## config.mk

```make
export PLATFORM = sky130hd
export DESIGN_NAME = lc3b_write_buffer
export DESIGN_NICKNAME = d
export VERILOG_FILES = /design/src/rtl/lc3b_types.sv /design/src/rtl/lc3b_wbuf_match.sv /design/src/rtl/lc3b_write_buffer.sv
export SDC_FILE = /design/constraint.sdc
export NUM_CORES = 2
export LEC_CHECK = 0
export BUFFER_PORTS_ARGS = -buffer_cell sky130_fd_sc_hd__buf_4
export CAP_MARGIN = 25
export CORE_ASPECT_RATIO = 1.1
export CORE_MARGIN = 4
export CORE_UTILIZATION = 25
export DETAILED_ROUTE_END_ITERATION = 12
export REMOVE_ABC_BUFFERS = 1
export SLEW_MARGIN = 15
export SYNTH_ARGS = -nofsm -noshare
export SYNTH_HDL_FRONTEND = slang
export SYNTH_HIERARCHICAL = 1
export SYNTH_SLANG_ARGS = --single-unit
export TNS_END_PERCENT = 1
```

## constraint.sdc

```tcl
create_clock -name clk -period 67.5 [get_ports clk]
set_input_delay 13.5 -clock clk [delete_from_list [all_inputs] [get_ports clk]]
set_output_delay 13.5 -clock clk [all_outputs]
set_load 0.01 [all_outputs]
```

## src/rtl/lc3b_types.sv

```systemverilog
// rtl/lc3b_types.sv - shared LC-3b memory types and write buffer defaults
package lc3b_types;

   typedef logic [11:0]  lc3b_wb_adr;
   typedef logic [127:0] lc3b_line;

   typedef enum logic {
      wb_idle,
      wb_write
   } lc3b_wbuf_state;

   localparam int WBUF_DEPTH = 4;

endpackage

```

## src/rtl/lc3b_wbuf_match.sv

```systemverilog
// rtl/lc3b_wbuf_match.sv - per-entry address comparator with youngest-match select
module lc3b_wbuf_match #(
   parameter int DEPTH  = 4,
   parameter int ADDR_W = 12
) (
   input  logic [DEPTH*ADDR_W-1:0]  entry_addr,
   input  logic [DEPTH-1:0]         entry_valid,
   input  logic [DEPTH-1:0]         inflight_mask,
   input  logic [ADDR_W-1:0]        cmp_addr,
   output logic [DEPTH-1:0]         match,
   output logic [$clog2(DEPTH)-1:0] match_idx
);

   localparam int IDX_W = $clog2(DEPTH);

   // At most one queued copy plus the in-flight head can match; the queued copy is newer.
   always_comb begin
      match     = '0;
      match_idx = '0;
      for (int i = 0; i < DEPTH; i++) begin
         match[i] = entry_valid[i] && (entry_addr[i*ADDR_W +: ADDR_W] == cmp_addr);
      end
      for (int i = 0; i < DEPTH; i++) begin
         if (match[i] && inflight_mask[i]) match_idx = IDX_W'(i);
      end
      for (int i = 0; i < DEPTH; i++) begin
         if (match[i] && !inflight_mask[i]) match_idx = IDX_W'(i);
      end
   end

endmodule

```

## src/rtl/lc3b_write_buffer.sv

```systemverilog
// rtl/lc3b_write_buffer.sv - coalescing eviction write buffer between L2 and memory
module lc3b_write_buffer
   import lc3b_types::*;
#(
   parameter int DEPTH  = WBUF_DEPTH,
   parameter int ADDR_W = $bits(lc3b_wb_adr),
   parameter int LINE_W = $bits(lc3b_line)
) (
   input  logic                     clk,
   input  logic                     rst,
   input  logic                     evict_valid,
   input  logic [ADDR_W-1:0]        evict_addr,
   input  logic [LINE_W-1:0]        evict_data,
   output logic                     evict_ready,
   input  logic [ADDR_W-1:0]        rd_addr,
   output logic                     rd_hit,
   output logic [LINE_W-1:0]        rd_data,
   input  logic                     drain_en,
   output logic                     pmem_write,
   output logic [ADDR_W-1:0]        pmem_address,
   output logic [LINE_W-1:0]        pmem_wdata,
   input  logic                     pmem_resp,
   output logic                     empty,
   output logic                     full,
   output logic [$clog2(DEPTH):0]   count
);

   localparam int PTR_W = $clog2(DEPTH);
   localparam int CNT_W = PTR_W + 1;

   lc3b_wbuf_state state_q, state_d;

   logic [DEPTH*ADDR_W-1:0] addr_q, addr_d;
   logic [LINE_W-1:0]       data_q [DEPTH];
   logic [LINE_W-1:0]       data_d [DEPTH];
   logic [DEPTH-1:0]        valid_q, valid_d;
   logic [PTR_W-1:0]        head_q, head_d;
   logic [PTR_W-1:0]        tail_q, tail_d;
   logic [CNT_W-1:0]        count_q, count_d;
   logic [ADDR_W-1:0]       pmem_address_q, pmem_address_d;
   logic [LINE_W-1:0]       pmem_wdata_q, pmem_wdata_d;

   logic             start, pop, accept, coalesce, alloc;
   logic [DEPTH-1:0] inflight;
   logic [DEPTH-1:0] c_match, f_match;
   logic [PTR_W-1:0] c_idx, f_idx;

   assign empty       = (count_q == '0);
   assign full        = (count_q == CNT_W'(DEPTH));
   assign count       = count_q;
   assign evict_ready = !full;
   assign start       = (state_q == wb_idle) && !empty && drain_en;

   // The head counts as in flight on the launch edge too, so a same-edge re-evict
   // allocates instead of overwriting data that is being latched.
   assign inflight = (pmem_write || start) ? (DEPTH'(1) << head_q) : '0;
   assign accept   = evict_valid && evict_ready;
   assign coalesce = accept && |(c_match & ~inflight);
   assign alloc    = accept && !coalesce;

   lc3b_wbuf_match #(.DEPTH(DEPTH), .ADDR_W(ADDR_W)) u_coal_match (
      .entry_addr    (addr_q),
      .entry_valid   (valid_q),
      .inflight_mask (inflight),
      .cmp_addr      (evict_addr),
      .match         (c_match),
      .match_idx     (c_idx)
   );

   lc3b_wbuf_match #(.DEPTH(DEPTH), .ADDR_W(ADDR_W)) u_fwd_match (
      .entry_addr    (addr_q),
      .entry_valid   (valid_q),
      .inflight_mask (inflight),
      .cmp_addr      (rd_addr),
      .match         (f_match),
      .match_idx     (f_idx)
   );

   assign rd_hit  = |f_match;
   assign rd_data = rd_hit ? data_q[f_idx] : '0;

   always_ff @(posedge clk or posedge rst) begin
      if (rst) state_q <= wb_idle;
      else     state_q <= state_d;
   end

   always_comb begin
      state_d = state_q;
      case (state_q)
         wb_idle:  if (start)     state_d = wb_write;
         wb_write: if (pmem_resp) state_d = wb_idle;
         default:                 state_d = wb_idle;
      endcase
   end

   always_comb begin
      pmem_write   = (state_q == wb_write);
      pop          = pmem_write && pmem_resp;
      pmem_address = pmem_address_q;
      pmem_wdata   = pmem_wdata_q;
   end

   always_comb begin
      addr_d         = addr_q;
      data_d         = data_q;
      valid_d        = valid_q;
      head_d         = head_q;
      tail_d         = tail_q;
      pmem_address_d = pmem_address_q;
      pmem_wdata_d   = pmem_wdata_q;
      if (start) begin
         pmem_address_d = addr_q[int'(head_q)*ADDR_W +: ADDR_W];
         pmem_wdata_d   = data_q[head_q];
      end
      if (pop) begin
         valid_d[head_q] = 1'b0;
         head_d          = head_q + 1'b1;
      end
      if (coalesce) begin
         data_d[c_idx] = evict_data;
      end else if (alloc) begin
         addr_d[int'(tail_q)*ADDR_W +: ADDR_W] = evict_addr;
         data_d[tail_q]  = evict_data;
         valid_d[tail_q] = 1'b1;
         tail_d          = tail_q + 1'b1;
      end
      count_d = count_q + CNT_W'(alloc) - CNT_W'(pop);
   end

   always_ff @(posedge clk or posedge rst) begin
      if (rst) begin
         addr_q         <= '0;
         valid_q        <= '0;
         head_q         <= '0;
         tail_q         <= '0;
         count_q        <= '0;
         pmem_address_q <= '0;
         pmem_wdata_q   <= '0;
         for (int i = 0; i < DEPTH; i++) data_q[i] <= '0;
      end else begin
         addr_q         <= addr_d;
         valid_q        <= valid_d;
         head_q         <= head_d;
         tail_q         <= tail_d;
         count_q        <= count_d;
         pmem_address_q <= pmem_address_d;
         pmem_wdata_q   <= pmem_wdata_d;
         for (int i = 0; i < DEPTH; i++) data_q[i] <= data_d[i];
      end
   end

endmodule

```

==> out/qor.txt <==
critical path startpoint category - primary input
worst skew pair latency - 0.74 ns
register area share after synthesis - 0.360
CP top delay family - buffers and inverters
Critical Path Slowest Stage Cell - buf_4
worst-path maximum fanout - 37
IO Port Bufs - 432
static leakage - 18.9 nW
nets - 4546
vias in the first global route - 46086
global route overflow - 0
post-route clock skew - 0.0372 ns
Cell Pwr Density - 41.2 nW/um^2
Vias/cell - 6.65
Clock power frac - 0.216
DP HPWL - 119000 microns
Setup Fix Bufs, Post-CTS - 0
synthesized cell area - 49500 sq um
row cnt - 171
Switching Share - 0.403
critical path arrival - 18.11 ns
initial antenna violation count - 29
num ports - 433
Tot Pwr - 0.00232 W
critical path buffer and inverter count - 5
final antenna-violating net count - 0
worst hold path class - register to register
internal power - 0.00138 W
Max Clk Rate - 31.6 MHz
yosys warns - 6
Netlist cell types - 64
met1 Resource Use GR - 0.274
max_slew headroom - 0.175
top_reg_cell synth - dfrtp_1
Clock transition at path regs - 0.05 ns
DRT Pass-1 Iters - 6
most common cell after layout, fill and taps aside - dfrtp_1
CTS hold repair buffers - 0
critical path's largest stage delay - 0.76 ns
CP most frequent cell - buf_4
TritonCTS clock tree - done
clk root buf - clkbuf_16
Die H - 475 microns
max_cap viols - 0
setup TNS - 0 ns
DIE AREA - 205000 sq um
Worst Max-Slew Pin Slew - 1.24 ns
Vias - 46910
post_cts resized - 0
Starting DRT DRC Count - 6479
met2 usage - 0.282
CORE AREA - 197000 sq um
initial core utilization - 0.251
Logic pwr share - 0.436
Psw - 0.000933 W
H-Tree Depth - 3
EDFF count, synth - 0
RSZ-0062 raised after global routing - no
critical-path cell list - buf_4, xnor2_1, nand4_1, or4_1, nor2_1, nor4_1, o32ai_4, buf_4, buf_4, buf_4, mux4_2, and2_1, buf_4
number of remaining DRC errors - 0
VDD IR max - 0.0000298 V
Top Usage Layer GRT - met2
All-Layer GR Usage - 0.195
crit path kind - primary input to primary output
Synth Register Bits - 712
share of cells above drive strength 1 - 0.263
first-pass GRT wire length - 313000 microns
Async SR Flop Fraction - 1.00
clk sinks - 712
Mapped Cells - 4666
Die X - 432 microns
WL/cell - 29.7 microns
Flop pwr share - 0.349
CTS max path bufs - 3
Syn Area/Cell - 10.6 sq um
critical path endpoint category - primary output
Routed Wire Length - 210000 microns
minimum clock period - 31.61 ns
hold_ws - 0.506 ns
RD Place Congestion - 0.882
met3 GRT Util - 0.0425
final setup vio count - 0
Area growth, synth to finish - 13.6%
Inserted Clock Buffers - 88
final period utilization - 0.468
count of final hold-check violations - 0
pin count of the biggest net entering global routing - 214
Final Max Slew Viols - 0
required time of the critical path - 54.00 ns
Final Util - 0.285
most frequent cells in the layout - dfrtp_1 (710), buf_4 (540), o41ai_1 (526)
status - complete, no violations
## power groups by stage
| stage | sequential (W) | clock [W] | combinational, W |
|---|---|---|---|
| 2_1_floorplan | 0.000777 | 0 | 0.000683 |
| 3_3_place_gp | 0.000803 | 0 | 0.000976 |
| 3_5_place_dp | 0.000804 | 0 | 0.00100 |
| 4_1_cts | 0.000801 | 0.000511 | 0.00100 |
| 5_1_grt | 0.000828 | 0.000526 | 0.00108 |
| 6_report | 0.000808 | 0.000500 | 0.00101 |
## stage by stage
| step | worst slack, ns | cell area, sq um | cells |
|---|---|---|---|
| 3_5_place_dp | 35.85 | 53100 | 6874 |
| 3_3_place_gp | 35.92 | 53100 | 6873 |
| 5_1_grt | 35.53 | 56200 | 7053 |
| 4_1_cts | 35.82 | 56100 | 7031 |
| 2_1_floorplan | 21.25 | 45500 | 3732 |
| 6_report | 35.89 | 56200 | 7056 |
## logic make-up after synthesis
kind of cell	synth area share
simple gates	0.0979
mux	0.163
buf+inv	0.0849
flops	0.360
xor+xnor	0.0152
fa+ha+maj	0.00394
compound gates	0.275
## cell usage after synthesis (all sizes together), types with 2 or more instances
library cell    n  area (sq um)
o2111ai       513          4500
nor3           12          71.3
a22o            6          52.6
or2             2          12.5
nor2           13          48.8
buf           406          2040
a221oi          2          17.5
nand2          49           186
nand3b          2          15.0
nand4         524          3280
o22ai           6          37.5
mux2          164          1850
mux4          268          6040
clkbuf        528          1980
nand3          19          95.1
or3             3          18.8
nand2b          6          37.5
xnor2          74           663
ha             14           175
a21oi           6          30.0
o21ai           5          25.0
o32ai           4          50.1
o2bb2ai         4          35.0
o41ai         536          4770
or4            10          90.1
a211o           3          26.3
a21boi          4          30.0
o211a           3          30.0
and2          132           826
a32oi           2          17.5
inv            44           165
a222oi          2          20.0
o31ai          13           103
nor4           10          62.6
clkinv          4          15.0
a21o            2          15.0
mux2i          17           170
dfrtp         712         17800
o211ai        512          3840
and3            5          31.3
xor2           10          87.6
nor2b           7          43.8
## registers in the layout (all words and copies together) (netlist names)
register      flops
tail_q            2
pmem_address     12
pmem_write        1
valid_q           4
pmem_wdata      128
data_q          512
addr_q           48
count             3
head_q            2
## final timing paths
path | depth (start not counted) | from | to | slack, ns
worst max-delay path | 13 | rd_addr[10] | rd_data[79] | 35.89
worst min-delay path | 1 | pmem_address[9]$_DFFE_PP0P_ | pmem_address[9]$_DFFE_PP0P_ | 0.51
worst max register to register | 12 | addr_q[34]$_DFFE_PP0P_ | data_q[197]$_DFFE_PP0P_ | 61.25
worst min register to register | 1 | pmem_address[9]$_DFFE_PP0P_ | pmem_address[9]$_DFFE_PP0P_ | 0.51
max in group asynchronous | 8 | rst | data_q[135]$_DFFE_PP0P_ | 50.39
min in group asynchronous | 2 | rst | data_q[396]$_DFFE_PP0P_ | 12.89
## metal layers
metal | share of wire | vias up
li1 | - | 19220
met1 | 0.41 | 23944
met2 | 0.44 | 3217
met3 | 0.10 | 521
met4 | 0.048 | 8
met5 | 0.00020 | -
## layout make-up
cell class	count	area, sq um
well taps	2595	3250
repair buffers	552	4320
inverters	48	208
multi-input cells	2972	27700
clock inverters	25	354
diodes	20	50.0
flip-flops and latches	712	17800
fillers	20368	141000
clock buffers	132	2590
No activity file was read; power rests on OpenSTA's default activity.
